[src/rtl/spi_slave_if.sv]
// SPI slave front end for the single-port sync RAM: deserialises MOSI frames into {cmd, payload}
// words and serialises the RAM read byte onto MISO. Optional macro SPI_SLV_TXTIMEOUT_EN bounds RD_WAIT.
module spi_slave_if #(
    parameter int ADDR_SIZE  = 8,
    parameter int TX_TIMEOUT = 15
) (
    input  logic                 clk,
    input  logic                 rst,
    input  logic                 SS_n,
    input  logic                 MOSI,
    output logic                 MISO,
    output logic [ADDR_SIZE+1:0] rx_data,
    output logic                 rx_valid,
    input  logic [7:0]           tx_data,
    input  logic                 tx_valid
);

    localparam int W     = ADDR_SIZE + 2;
    localparam int CNT_W = $clog2(W) + 1;
    localparam int TO_W  = (TX_TIMEOUT < 2) ? 1 : $clog2(TX_TIMEOUT + 1);

    typedef enum logic [2:0] {
        IDLE,
        CHK_CMD,
        WRITE,
        READ_ADD,
        READ_DATA,
        RD_WAIT,
        RD_SHIFT,
        DONE
    } state_t;

    state_t           state, state_next;
    logic [W-2:0]     shift_reg, shift_next;
    logic [CNT_W-1:0] bit_cnt, bit_cnt_next;
    logic             rd_addr_seen, rd_seen_next;
    logic [7:0]       tx_shift, tx_shift_next;
    logic [2:0]       tx_cnt, tx_cnt_next;
    logic [TO_W-1:0]  wait_cnt, wait_next;
    logic             miso_next;
    logic [W-1:0]     rx_data_next;
    logic             rx_valid_next;

    always_ff @(posedge clk) begin
        if (rst) begin
            state        <= IDLE;
            shift_reg    <= '0;
            bit_cnt      <= '0;
            rd_addr_seen <= 1'b0;
            tx_shift     <= '0;
            tx_cnt       <= '0;
            wait_cnt     <= '0;
            MISO         <= 1'b0;
            rx_data      <= '0;
            rx_valid     <= 1'b0;
        end else begin
            state        <= state_next;
            shift_reg    <= shift_next;
            bit_cnt      <= bit_cnt_next;
            rd_addr_seen <= rd_seen_next;
            tx_shift     <= tx_shift_next;
            tx_cnt       <= tx_cnt_next;
            wait_cnt     <= wait_next;
            MISO         <= miso_next;
            rx_data      <= rx_data_next;
            rx_valid     <= rx_valid_next;
        end
    end

    // Releasing SS_n aborts any transaction; a partial frame leaves rd_addr_seen untouched.
    always_comb begin
        state_next    = state;
        shift_next    = shift_reg;
        bit_cnt_next  = bit_cnt;
        rd_seen_next  = rd_addr_seen;
        tx_shift_next = tx_shift;
        tx_cnt_next   = tx_cnt;
        wait_next     = wait_cnt;
        miso_next     = 1'b0;
        rx_data_next  = rx_data;
        rx_valid_next = 1'b0;

        if (state != IDLE && SS_n) begin
            state_next = IDLE;
        end else begin
            case (state)
                IDLE: begin
                    bit_cnt_next = '0;
                    if (!SS_n)
                        state_next = CHK_CMD;
                end
                CHK_CMD: begin
                    shift_next   = {{(W-2){1'b0}}, MOSI};
                    bit_cnt_next = CNT_W'(1);
                    if (!MOSI)
                        state_next = WRITE;
                    else if (rd_addr_seen)
                        state_next = READ_DATA;
                    else
                        state_next = READ_ADD;
                end
                WRITE, READ_ADD, READ_DATA: begin
                    shift_next   = {shift_reg[W-3:0], MOSI};
                    bit_cnt_next = bit_cnt + 1'b1;
                    if (bit_cnt == CNT_W'(W-1)) begin
                        rx_data_next  = {shift_reg, MOSI};
                        rx_valid_next = 1'b1;
                        wait_next     = '0;
                        tx_cnt_next   = '0;
                        case (state)
                            READ_ADD: begin
                                rd_seen_next = 1'b1;
                                state_next   = DONE;
                            end
                            READ_DATA: begin
                                rd_seen_next = 1'b0;
                                state_next   = RD_WAIT;
                            end
                            default: state_next = DONE;
                        endcase
                    end
                end
                RD_WAIT: begin
                    if (tx_valid) begin
                        miso_next     = tx_data[7];
                        tx_shift_next = {tx_data[6:0], 1'b0};
                        tx_cnt_next   = '0;
                        state_next    = RD_SHIFT;
                    end else begin
`ifdef SPI_SLV_TXTIMEOUT_EN
                        if (wait_cnt == TO_W'(TX_TIMEOUT - 1))
                            state_next = DONE;
                        else
                            wait_next = wait_cnt + 1'b1;
`else
                        // Without the timeout the counter only saturates; the wait is unbounded.
                        if (wait_cnt != '1)
                            wait_next = wait_cnt + 1'b1;
`endif
                    end
                end
                RD_SHIFT: begin
                    if (tx_cnt == 3'd7) begin
                        state_next = DONE;
                    end else begin
                        miso_next     = tx_shift[7];
                        tx_shift_next = {tx_shift[6:0], 1'b0};
                        tx_cnt_next   = tx_cnt + 3'd1;
                    end
                end
                DONE: begin
                end
                default: state_next = IDLE;
            endcase
        end
    end

endmodule

[config.mk]
export PLATFORM = sky130hd
export DESIGN_NAME = spi_slave_if
export DESIGN_NICKNAME = d
export VERILOG_FILES = /design/src/rtl/spi_slave_if.sv
export SDC_FILE = /design/constraint.sdc
export NUM_CORES = 1
export LEC_CHECK = 0
export ABC_AREA = 1
export BUFFER_PORTS_ARGS = -buffer_cell sky130_fd_sc_hd__buf_4
export CAP_MARGIN = 20
export CORE_MARGIN = 8
export CORE_UTILIZATION = 50
export DETAILED_ROUTE_END_ITERATION = 10
export GPL_ROUTABILITY_DRIVEN = 0
export PLACE_DENSITY = 0.84
export SYNTH_ARGS = -nofsm -noshare
export SYNTH_HDL_FRONTEND = slang
export SYNTH_SLANG_ARGS = --single-unit
[constraint.sdc]
create_clock -name clk -period 1.6 [get_ports clk]
set_clock_uncertainty 0.15 [all_clocks]
set_input_delay 0.32 -clock clk [delete_from_list [all_inputs] [get_ports clk]]
set_output_delay 0.32 -clock clk [all_outputs]
set_load 0.02 [all_outputs]
==> summary.md <==
| Metric | Value |
|---|---|
| Sequential fraction of design power | around a third |
| Final WL | 5.034 mm |
| Area occupied by multi-input gates | about 0.0011 mm2 |
| Most numerous cell on the critical path | inv_2 |
| Final hold vios | 0 |
| CP max stage cell | dfxtp_2 |
| Internal | approximately 2.3 mW |
| FF+latch area | slightly above 800 um2 |
| Syn nets | 290 |
| Seq/Total Area, Yosys | approximately two fifths |
| Status | finished with violations |
| Crit path max-delay family | simple AND/OR/NAND/NOR gates |
| Largest net degree at the start of global routing | 14 |
| Max-Cap Viols | 0 |
| Required @ worst endpoint | 1.65 ns |
| CTS tree | built |
| Failing checks | negative setup slack |
| Net Sw Frac | between 40% and 50% |
| Filler cells | around 290 |
| Worst relative slew slack | between 80% and 90% |
| Die height | 78.10 um |
| Initial Util | between 50% and 60% |
| Worst-Skew Late Latency | 0.30 ns |
| Async set-reset flop share out of synthesis | 0% |
| Final period util | 100.2% |
| Finish-stage setup viols | 1 |
| Total global routing overflow | 0 |
| IR drop worst, VDD | slightly above 1000 uV |
| Worst reg2reg path depth | 12 |
| Uppermost layer routed | met4 |
| Place WS | -0.05986 ns |
| RSZ-0062 raised after global routing | true |
| Slew Viols, Final | 0 |
| Final core utilization | a little under three quarters |
| Post-synthesis cell type count | 27 |
| Vias | 1937 |
| Clock power share | a little over a fifth |
| Wire length of the first global-routing pass | 8.162 mm |
| Row count | 22 |
| Iter 0 DRT Violations | 150 |
| Met3 routed WL | slightly above 200 um |
| Logic pwr share | 46.4% |
| Hold path cells | 2 |
| Layout cell share with drive strength beyond 1 | 37.23% |
| Layout Nets | 341 |
| Reg clk slew, reported paths | around 0.08 ns |
| Startpoint types | flip-flop |
| Crit path kind | flip-flop to flip-flop |
| Routed Antenna Nets | 0 |
| Hold buffer count at CTS | 0 |
| DR WL/cell | 13.50 um |
| Antenna violations before repair | 0 |
| Tmin final | 1.603 ns |
| Core area | roughly 0.0037 mm2 |
| Clock Sink Count | 40 |
| Area leader, netlist | dfxtp_1 |
| DIE AREA | just over 0.006 mm2 |
| Hold WC Path Type | input pin to flip-flop |
| Avg Cell Area, Syn | between 7 and 8 um2 |
| Ranking of synthesized cells by area | dfxtp_1 42%, nand2_1 14%, nor2_1 9.9% |
| CP Depth | 12 |
| Die width | about 78 um |
| WP buf/inv | 5 |
| I/O pin total | 25 |
| Area Growth Syn to Fin | 37.18% |
| Fin worst setup slack | -0.002869 ns |
| Max Buffers Root-to-Sink | 2 |
| Cell Chain, Critical Path | inv_2, ha_4, inv_2, nor2_2, nand2_2, inv_2, nand2_2, nor2_4, buf_12, clkinv_2, nor2_1, nor2_1 |
| P_leak | about 1.2 nW |
| Syn Std Cell Area | roughly 0.0019 mm2 |
| Post-Syn Instances | ~270 |
| Antenna diode count | 0 |
| Vias per cell | between 5 and 6 |
| Max FFs per register | 10 |
| DRC | 0 |
| CP Capture Type | flip-flop |
| DR pass1 iterations | 4 |
| Met2 wire len | 2.564 mm |
| Synth warnings | 0 |
| IO buf count | 24 |
| Number of synthesized flops with an enable pin | 0 |
| Power density over the cells | ~1500 mW/mm2 |
| CTS H-Tree Depth | 2 |
| Number of CTS-inserted buffers | 5 |
| Largest stage delay on the critical path | about 0.33 ns |
| P_sw | around 1.6 mW |
| Number of global-route vias before repair | ~1900 |
| Fmax | roughly 620 MHz |
| Worst Path Arrival | ~1.7 ns |
| All-Layer GR Usage | 16.14% |
| Maximum fanout along the worst path | 6 |
| Root Driver | clkbuf_8 |
| Synth top area share | slightly above 40% |
| Synth Flop Type | dfxtp_1 |
| Most frequent cells in the layout | 64 x nand2_1, 45 x buf_4, 43 x nor2_1 |
| Synthesized flop and latch total | 40 |
| Dpl hpwl | roughly 3.3 mm |
| Commonest non-fill, non-tap cell in the layout | nand2_1 |
| M1 WL | between 2 and 2.5 mm |
| Worst-margin pin slew | a little under 0.3 ns |
[logic make-up (layout without fill, tap and decap cells)]
logic type,count (synthesis),count (layout),synth area share [%]
flops,40,40,41.53
simple gates,159,159,36.73
xor+xnor,1,1,0.4543
fa+ha+maj,4,4,2.596
buf+inv,29,81,7.202
compound gates,40,40,11.49
[layout make-up]
type / count / share of cell area [%]
multi-input cells: 204 / 42.76
flip-flops and latches: 40 / 30.75
repair buffers: 51 / 16.65
inverters: 21 / 3.169
clock buffers: 5 / 2.602
well taps: 48 / 2.271
clock inverters: 3 / 1.608
repair inverters: 1 / 0.1892
[layer usage]
metal | vias up | GRT usage (%)
met1 | 897 | 18.09
met5 | - | 0
met2 | 50 | 27.67
met4 | 0 | 8.704
met3 | 15 | 3.759
li1 | 975 | -
[final timing paths]
kind	start	to	slack, ns
worst max-delay path	bit_cnt[1]$_SDFFE_PP0P_	rx_data[4]$_SDFFE_PP0P_	-0.003
worst min-delay path	rst	rx_data[7]$_SDFFE_PP0P_	0.09
worst max register to register	bit_cnt[1]$_SDFFE_PP0P_	rx_data[4]$_SDFFE_PP0P_	-0.003
worst min register to register	tx_shift[1]$_SDFFE_PP0P_	tx_shift[1]$_SDFFE_PP0P_	0.31
[synthesized netlist by cell type (2+ instances only)]
library cell and instances:
nor2_4 6, nand2_2 6, ha_1 4, nand4_1 2, a21oi_1 11, o21bai_1 2
buf_4 2, clkbuf_1 3, nor2_1 51, o21ai_1 18, nor3b_1 3, inv_1 15
nand3_1 17, o21ai_0 5, inv_2 6, dfxtp_1 40, nand2_1 70, buf_6 3
[power by group through the flow]
stage	Clock, mW	Sequential, mW	Combinational [mW]
6_report	0.844	1.26	1.82
5_1_grt	0.878	1.28	2.01
4_1_cts	0.851	1.23	1.61
3_5_place_dp	0	1.25	1.52
3_3_place_gp	0	1.25	1.47
2_1_floorplan	0	1.19	1.06
[timing repair]
| item | 4_1_cts | 5_1_grt |
|---|---|---|
| cloned | 0 | 1 |
| pin swaps | 0 | 11 |
| setup endpoints to repair | 32 | 36 |
| resized for setup | 8 | 46 |
| setup buffers | 1 | 3 |
[through the flow]
| step | TNS [ns] | hold WS (ns) | power (mW) | std cells | instance area [um2] |
|---|---|---|---|---|---|
| after floorplan | 0 | 0.2391 | 2.257 | 273 | 1928 |
| after global placement | -0.01345 | 0.3011 | 2.714 | 360 | 2318 |
| after detailed placement | -0.6233 | 0.3035 | 2.771 | 360 | 2318 |
| after CTS | 0 | 0.08818 | 3.694 | 369 | 2460 |
| after global routing | -0.8796 | 0.08780 | 4.170 | 373 | 2645 |
| final | -0.002869 | 0.08940 | 3.929 | 373 | 2645 |
Note: power is estimated with default switching activity, not from simulation.
